File: config.mk
export PLATFORM = sky130hd
export DESIGN_NAME = ebpf_addsub_stage
export DESIGN_NICKNAME = d
export VERILOG_FILES = /design/src/rtl/ebpf_pkg.sv /design/src/rtl/ebpf_addsub_operand_fmt.sv /design/src/rtl/ebpf_addsub_stage.sv
export SDC_FILE = /design/constraint.sdc
export NUM_CORES = 1
export LEC_CHECK = 0
export CAP_MARGIN = 0
export CORE_AREA = 4 4 197 199
export DETAILED_ROUTE_END_ITERATION = 6
export DIE_AREA = 0 0 201 203
export PLACE_DENSITY_LB_ADDON = 0.1
export REMOVE_ABC_BUFFERS = 1
export SYNTH_ARGS = -nofsm -noshare
export SYNTH_HDL_FRONTEND = slang
export SYNTH_HIERARCHICAL = 1
export SYNTH_SLANG_ARGS = --single-unit
File: constraint.sdc
create_clock -name clk -period 17.1 [get_ports clk]
set_input_delay 5.13 -clock clk [delete_from_list [all_inputs] [get_ports clk]]
set_output_delay 5.13 -clock clk [all_outputs]
set_load 0.005 [all_outputs]
File: src/rtl/ebpf_pkg.sv
// Shared eBPF ALU encodings and the add/sub stage-1 payload type.
package ebpf_pkg;

  // Instruction class field op[2:0]
  localparam logic [2:0] CLASS_ALU   = 3'h4;
  localparam logic [2:0] CLASS_ALU64 = 3'h7;

  // Source select field op[3]
  typedef enum logic {
    SRC_K = 1'b0,
    SRC_X = 1'b1
  } src_e;

  // ALU operation code field op[7:4]
  localparam logic [3:0] ALU_ADD = 4'h0;
  localparam logic [3:0] ALU_SUB = 4'h1;
  localparam logic [3:0] ALU_NEG = 4'h8;

  // Widest destination tag the payload can carry
  localparam int unsigned TAG_W_MAX = 16;

  // Operands and side info travelling through stage 1
  typedef struct packed {
    logic [63:0]          a;
    logic [63:0]          b;
    logic                 is32;
    logic [TAG_W_MAX-1:0] tag;
    logic                 err;
  } s1_payload_t;

  // Two's-complement negate, modulo 2^64
  function automatic logic [63:0] neg64(input logic [63:0] x);
    return (~x) + 64'd1;
  endfunction

  // Two's-complement negate, modulo 2^32
  function automatic logic [31:0] neg32(input logic [31:0] x);
    return (~x) + 32'd1;
  endfunction

endpackage

File: src/rtl/ebpf_addsub_operand_fmt.sv
// Decodes ADD/SUB/NEG opcodes and builds adder operands for the stage-1 register.
module ebpf_addsub_operand_fmt
  import ebpf_pkg::*;
#(
  parameter int unsigned TAG_W = 4
) (
  input  logic [7:0]       i_opcode,
  input  logic [63:0]      i_dst,
  input  logic [63:0]      i_src,
  input  logic [31:0]      i_imm,
  input  logic [TAG_W-1:0] i_tag,
  output s1_payload_t      o_payload
);

  logic [2:0]  w_cls;
  logic [3:0]  w_code;
  logic        w_is32;
  logic        w_legal;
  logic [63:0] w_s_full;
  logic [63:0] w_d;
  logic [63:0] w_s;
  logic [63:0] w_neg_d;
  logic [63:0] w_neg_s;

  // Field split, source select and ALU32 truncation
  always_comb begin
    w_cls    = i_opcode[2:0];
    w_code   = i_opcode[7:4];
    w_is32   = (w_cls == CLASS_ALU);
    w_s_full = (src_e'(i_opcode[3]) == SRC_X) ? i_src : {{32{i_imm[31]}}, i_imm};
    w_legal  = ((w_cls == CLASS_ALU) || (w_cls == CLASS_ALU64)) &&
               ((w_code == ALU_ADD) || (w_code == ALU_SUB) || (w_code == ALU_NEG));
    if (w_is32) begin
      w_d     = {32'h0, i_dst[31:0]};
      w_s     = {32'h0, w_s_full[31:0]};
      w_neg_d = {32'h0, neg32(i_dst[31:0])};
      w_neg_s = {32'h0, neg32(w_s_full[31:0])};
    end else begin
      w_d     = i_dst;
      w_s     = w_s_full;
      w_neg_d = neg64(i_dst);
      w_neg_s = neg64(w_s_full);
    end
  end

  // Operand pair selection per operation; illegal ops feed 0 + 0
  always_comb begin
    o_payload      = '0;
    o_payload.is32 = w_is32;
    o_payload.tag  = TAG_W_MAX'(i_tag);
    if (!w_legal) begin
      o_payload.err = 1'b1;
    end else begin
      case (w_code)
        ALU_SUB: begin
          o_payload.a = w_d;
          o_payload.b = w_neg_s;
        end
        ALU_NEG: begin
          o_payload.a = '0;
          o_payload.b = w_neg_d;
        end
        default: begin
          o_payload.a = w_d;
          o_payload.b = w_s;
        end
      endcase
    end
  end

endmodule

File: src/rtl/ebpf_addsub_stage.sv
// Two-stage ADD/SUB/NEG pipeline around an external 64-bit combinational adder.
module ebpf_addsub_stage
  import ebpf_pkg::*;
#(
  parameter int unsigned TAG_W = 4
) (
  input  logic             clk,
  input  logic             rst,
  input  logic             in_valid,
  output logic             in_ready,
  input  logic [7:0]       in_opcode,
  input  logic [63:0]      in_dst,
  input  logic [63:0]      in_src,
  input  logic [31:0]      in_imm,
  input  logic [TAG_W-1:0] in_tag,
  output logic [63:0]      add_a,
  output logic [63:0]      add_b,
  input  logic [63:0]      add_c,
  output logic             out_valid,
  input  logic             out_ready,
  output logic [63:0]      out_result,
  output logic [TAG_W-1:0] out_tag,
  output logic             out_err
);

  s1_payload_t      w_fmt;
  s1_payload_t      r_s1;
  logic             r_s1_valid;
  logic             r_s2_valid;
  logic [63:0]      r_result;
  logic [TAG_W-1:0] r_tag;
  logic             r_err;
  logic             w_s2_adv;
  logic             w_s1_adv;
  logic             w_accept;

  ebpf_addsub_operand_fmt #(
    .TAG_W (TAG_W)
  ) u_fmt (
    .i_opcode  (in_opcode),
    .i_dst     (in_dst),
    .i_src     (in_src),
    .i_imm     (in_imm),
    .i_tag     (in_tag),
    .o_payload (w_fmt)
  );

  // Handshake: a stage may load when its successor is empty or draining
  always_comb begin
    w_s2_adv = !r_s2_valid || out_ready;
    w_s1_adv = r_s1_valid && w_s2_adv;
    in_ready = !rst && (!r_s1_valid || w_s2_adv);
    w_accept = in_valid && in_ready;
  end

  // Stage 1: operand register; keeps last operands when idle
  always_ff @(posedge clk or posedge rst) begin
    if (rst) begin
      r_s1       <= '0;
      r_s1_valid <= 1'b0;
    end else begin
      if (w_accept) begin
        r_s1 <= w_fmt;
      end
      r_s1_valid <= w_accept || (r_s1_valid && !w_s2_adv);
    end
  end

  // Stage 2: capture adder sum, zero-extending ALU32 results
  always_ff @(posedge clk or posedge rst) begin
    if (rst) begin
      r_s2_valid <= 1'b0;
      r_result   <= '0;
      r_tag      <= '0;
      r_err      <= 1'b0;
    end else begin
      if (w_s1_adv) begin
        r_result <= r_s1.is32 ? {32'h0, add_c[31:0]} : add_c;
        r_tag    <= TAG_W'(r_s1.tag);
        r_err    <= r_s1.err;
      end
      r_s2_valid <= w_s1_adv || (r_s2_valid && !out_ready);
    end
  end

  // Output drive
  always_comb begin
    add_a      = r_s1.a;
    add_b      = r_s1.b;
    out_valid  = r_s2_valid;
    out_result = r_result;
    out_tag    = r_tag;
    out_err    = r_err;
  end

endmodule
==> flow_metrics.py <==
metrics = {
    "layout": {
        "final_cell_area_mm2": 0.0193,
        "syn2layout_area_growth_pct": 32.9,
        "nets": 2052,
        "drive_gt1_share_pct": 14.3,
    },
    "logic_synthesis": {
        "synth_cells": 1536,
        "syn_area_per_cell_um2": 9.46,
        "ys.warnings.count": 6,
        "syn_area_mm2": 0.0145,
    },
    "sta": {
        "setup_violations": 0,
        "slew_headroom_pct": 26.6,
        "fin_tns_setup_ns": 0,
        "slew_violations": 0,
        "skew_ns": 0.0155,
        "rsz0062_at_grt": "no",
        "min_period_ns": 11.59,
        "hold_viol_final": 0,
        "worst_slew_pin_slew_ns": 1.10,
        "max_freq_mhz": 86.3,
        "post-route-period-util_pct": 67.8,
    },
    "routing": {
        "drtAntennaViolNets": 0,
        "vias": 12900,
        "drt_iter0_drc": 830,
        "drt_first_pass_iters": 5,
        "drc_errors": 0,
        "via_per_inst": 5.59,
        "totalWireLength_mm": 54.5,
        "post_drt_wl_per_cell_um": 23.6,
    },
    "min_path": {
        "min_path_type": "flop to flop",
        "whs_path_depth": 1,
        "worstHoldStart": "add_b[15]",
        "hold_end": "add_b[15]",
    },
    "die": {
        "chipWidth_um": 201,
        "num_rows": 71,
        "core_mm2": 0.0372,
        "start_util_pct": 39.0,
        "ios": 439,
        "die_h_um": 203,
        "dieArea_mm2": 0.0408,
    },
    "setup_path": {
        "cp_slowest_cell": "clkdlybuf4s50_1",
        "reg2reg_slack_ns": 14.14,
        "arrival_ns": 6.46,
        "cp.required_ns": 11.97,
        "crit_top_cell": "clkdlybuf4s50_1",
        "r2r_end": "add_a[48]",
        "r2r_start": "out_valid",
        "slowest_delay_ns": 0.54,
        "worst_setup_path_end_kind": "output pin",
        "crit_chain": "clkdlybuf4s50_1, and3b_1, nor2_1, clkdlybuf4s50_1",
        "worst-setup-path-type": "input port to output pin",
        "path_max_fanout": 3,
        "reg2reg_depth": 5,
        "crit_path_start_kind": "input port",
    },
    "global_route": {
        "grt_util_all_layers_pct": 25.7,
        "grt_max_degree": 79,
        "antenna_found_initial": 1,
        "grt_overflow": 0,
        "first_global_vias": 13000,
        "grt_pass1_wl_mm": 82.0,
    },
    "clocking": {
        "postCtsHoldBufs": 0,
        "cts_root_buf": "clkbuf_16",
        "clk_path_buf_depth": 3,
        "cts_sinks": 205,
        "ctsResizeCount": 0,
        "clock_latency_ns": 0.57,
        "clk_pin_slew_ns": 0.06,
        "cts_setup_buffers": 0,
        "cts_made_buffers": 26,
        "cts_tree": "built",
        "htreeDepth": 1,
    },
    "place": {
        "hpwlAfterDp_mm": 40.3,
        "io_buffers": 438,
        "place.gp.congestion": 0.922,
        "postPlaceCellArea_mm2": 0.0183,
    },
    "pwr": {
        "p_leak_nw": 7.87,
        "p_per_area_mw_per_mm2": 80.8,
        "peakVddDrop_uv": 93.9,
    },
    "run": {
        "drv_cap": 0,
    },
    "outcome": {
        "status": "completed",
    },
}
[power by group]
part	internal [mW]	total, mW	switching, mW
registers	0.535	0.560	0.0249
clock network	0.397	0.634	0.237
logic	0.208	0.367	0.159
[registers in the layout (all words and copies together) (netlist names)]
name and cells:
out_result 64, r_s1 6, out_tag 4, add_b 64, add_a 64, out_valid 1, out_err 1, r_s1_valid 1
[worst max-delay path: cells and delay by family]
family                 cells  cell delay, ns
and+or+nand+nor            2            0.33
buffers and inverters      2            1.01
[worst max path at each step]
stage / from / end / slack, ns / cells past startpoint
2_1_floorplan: rst / add_a[0] / 6.37 / 1
3_3_place_gp: out_ready / in_ready / 5.49 / 4
3_5_place_dp: out_ready / in_ready / 5.49 / 4
4_1_cts: out_ready / in_ready / 5.48 / 4
5_1_grt: out_ready / in_ready / 5.41 / 4
6_report: out_ready / in_ready / 5.51 / 4
[layout by cell type, fill, tap and decap left out, types with 12 or more instances in the layout]
cell / instances
nor4_1: 24
clkbuf_16: 26
clkdlybuf4s50_1: 437
nand2_1: 89
mux2i_1: 25
and2_1: 35
buf_4: 26
o22ai_1: 15
nand4_1: 20
dfrtp_1: 205
xor2_1: 39
nor2b_1: 36
xnor2_1: 42
nand2b_1: 12
nor3b_1: 16
nor3_1: 58
a21oi_1: 100
nor2_1: 97
or3_1: 15
o21ai_0: 36
and3_1: 37
nand3_1: 25
or4_1: 13
mux2_2: 153
mux2_1: 60
[through the flow]
step / hold WS [ns] / std cells / total power, mW / util [%] / setup WS (ns)
2_1_floorplan: 0.449 / 1319 / 0.706 / - / 6.37
3_3_place_gp: 0.467 / 2256 / 0.932 / 49.2 / 5.49
3_5_place_dp: 0.474 / 2256 / 0.935 / 49.2 / 5.49
4_1_cts: 0.488 / 2304 / 1.59 / 51.9 / 5.48
5_1_grt: 0.502 / 2305 / 1.64 / 51.9 / 5.41
6_report: 0.481 / 2305 / 1.56 / 51.9 / 5.51
[layer usage]
metal  share of wire, %  routed length [um]  track usage, %
met3                9.1                4950            8.11
met5                  0                   0               0
met1                 42               22900            33.3
met4                3.0                1630            7.03
met2                 46               25000            41.6
[cell type report]
cell class | instances | area, um2
tap | 474 | 593
antenna | 1 | 2.50
fill | 3455 | 17900
inverter | 7 | 33.8
clock buffer | 35 | 744
clock inverter | 13 | 246
sequential | 205 | 5130
timing repair buffer | 463 | 4570
multi-input combinational | 1107 | 7990
(Power assumes the default switching activity.)
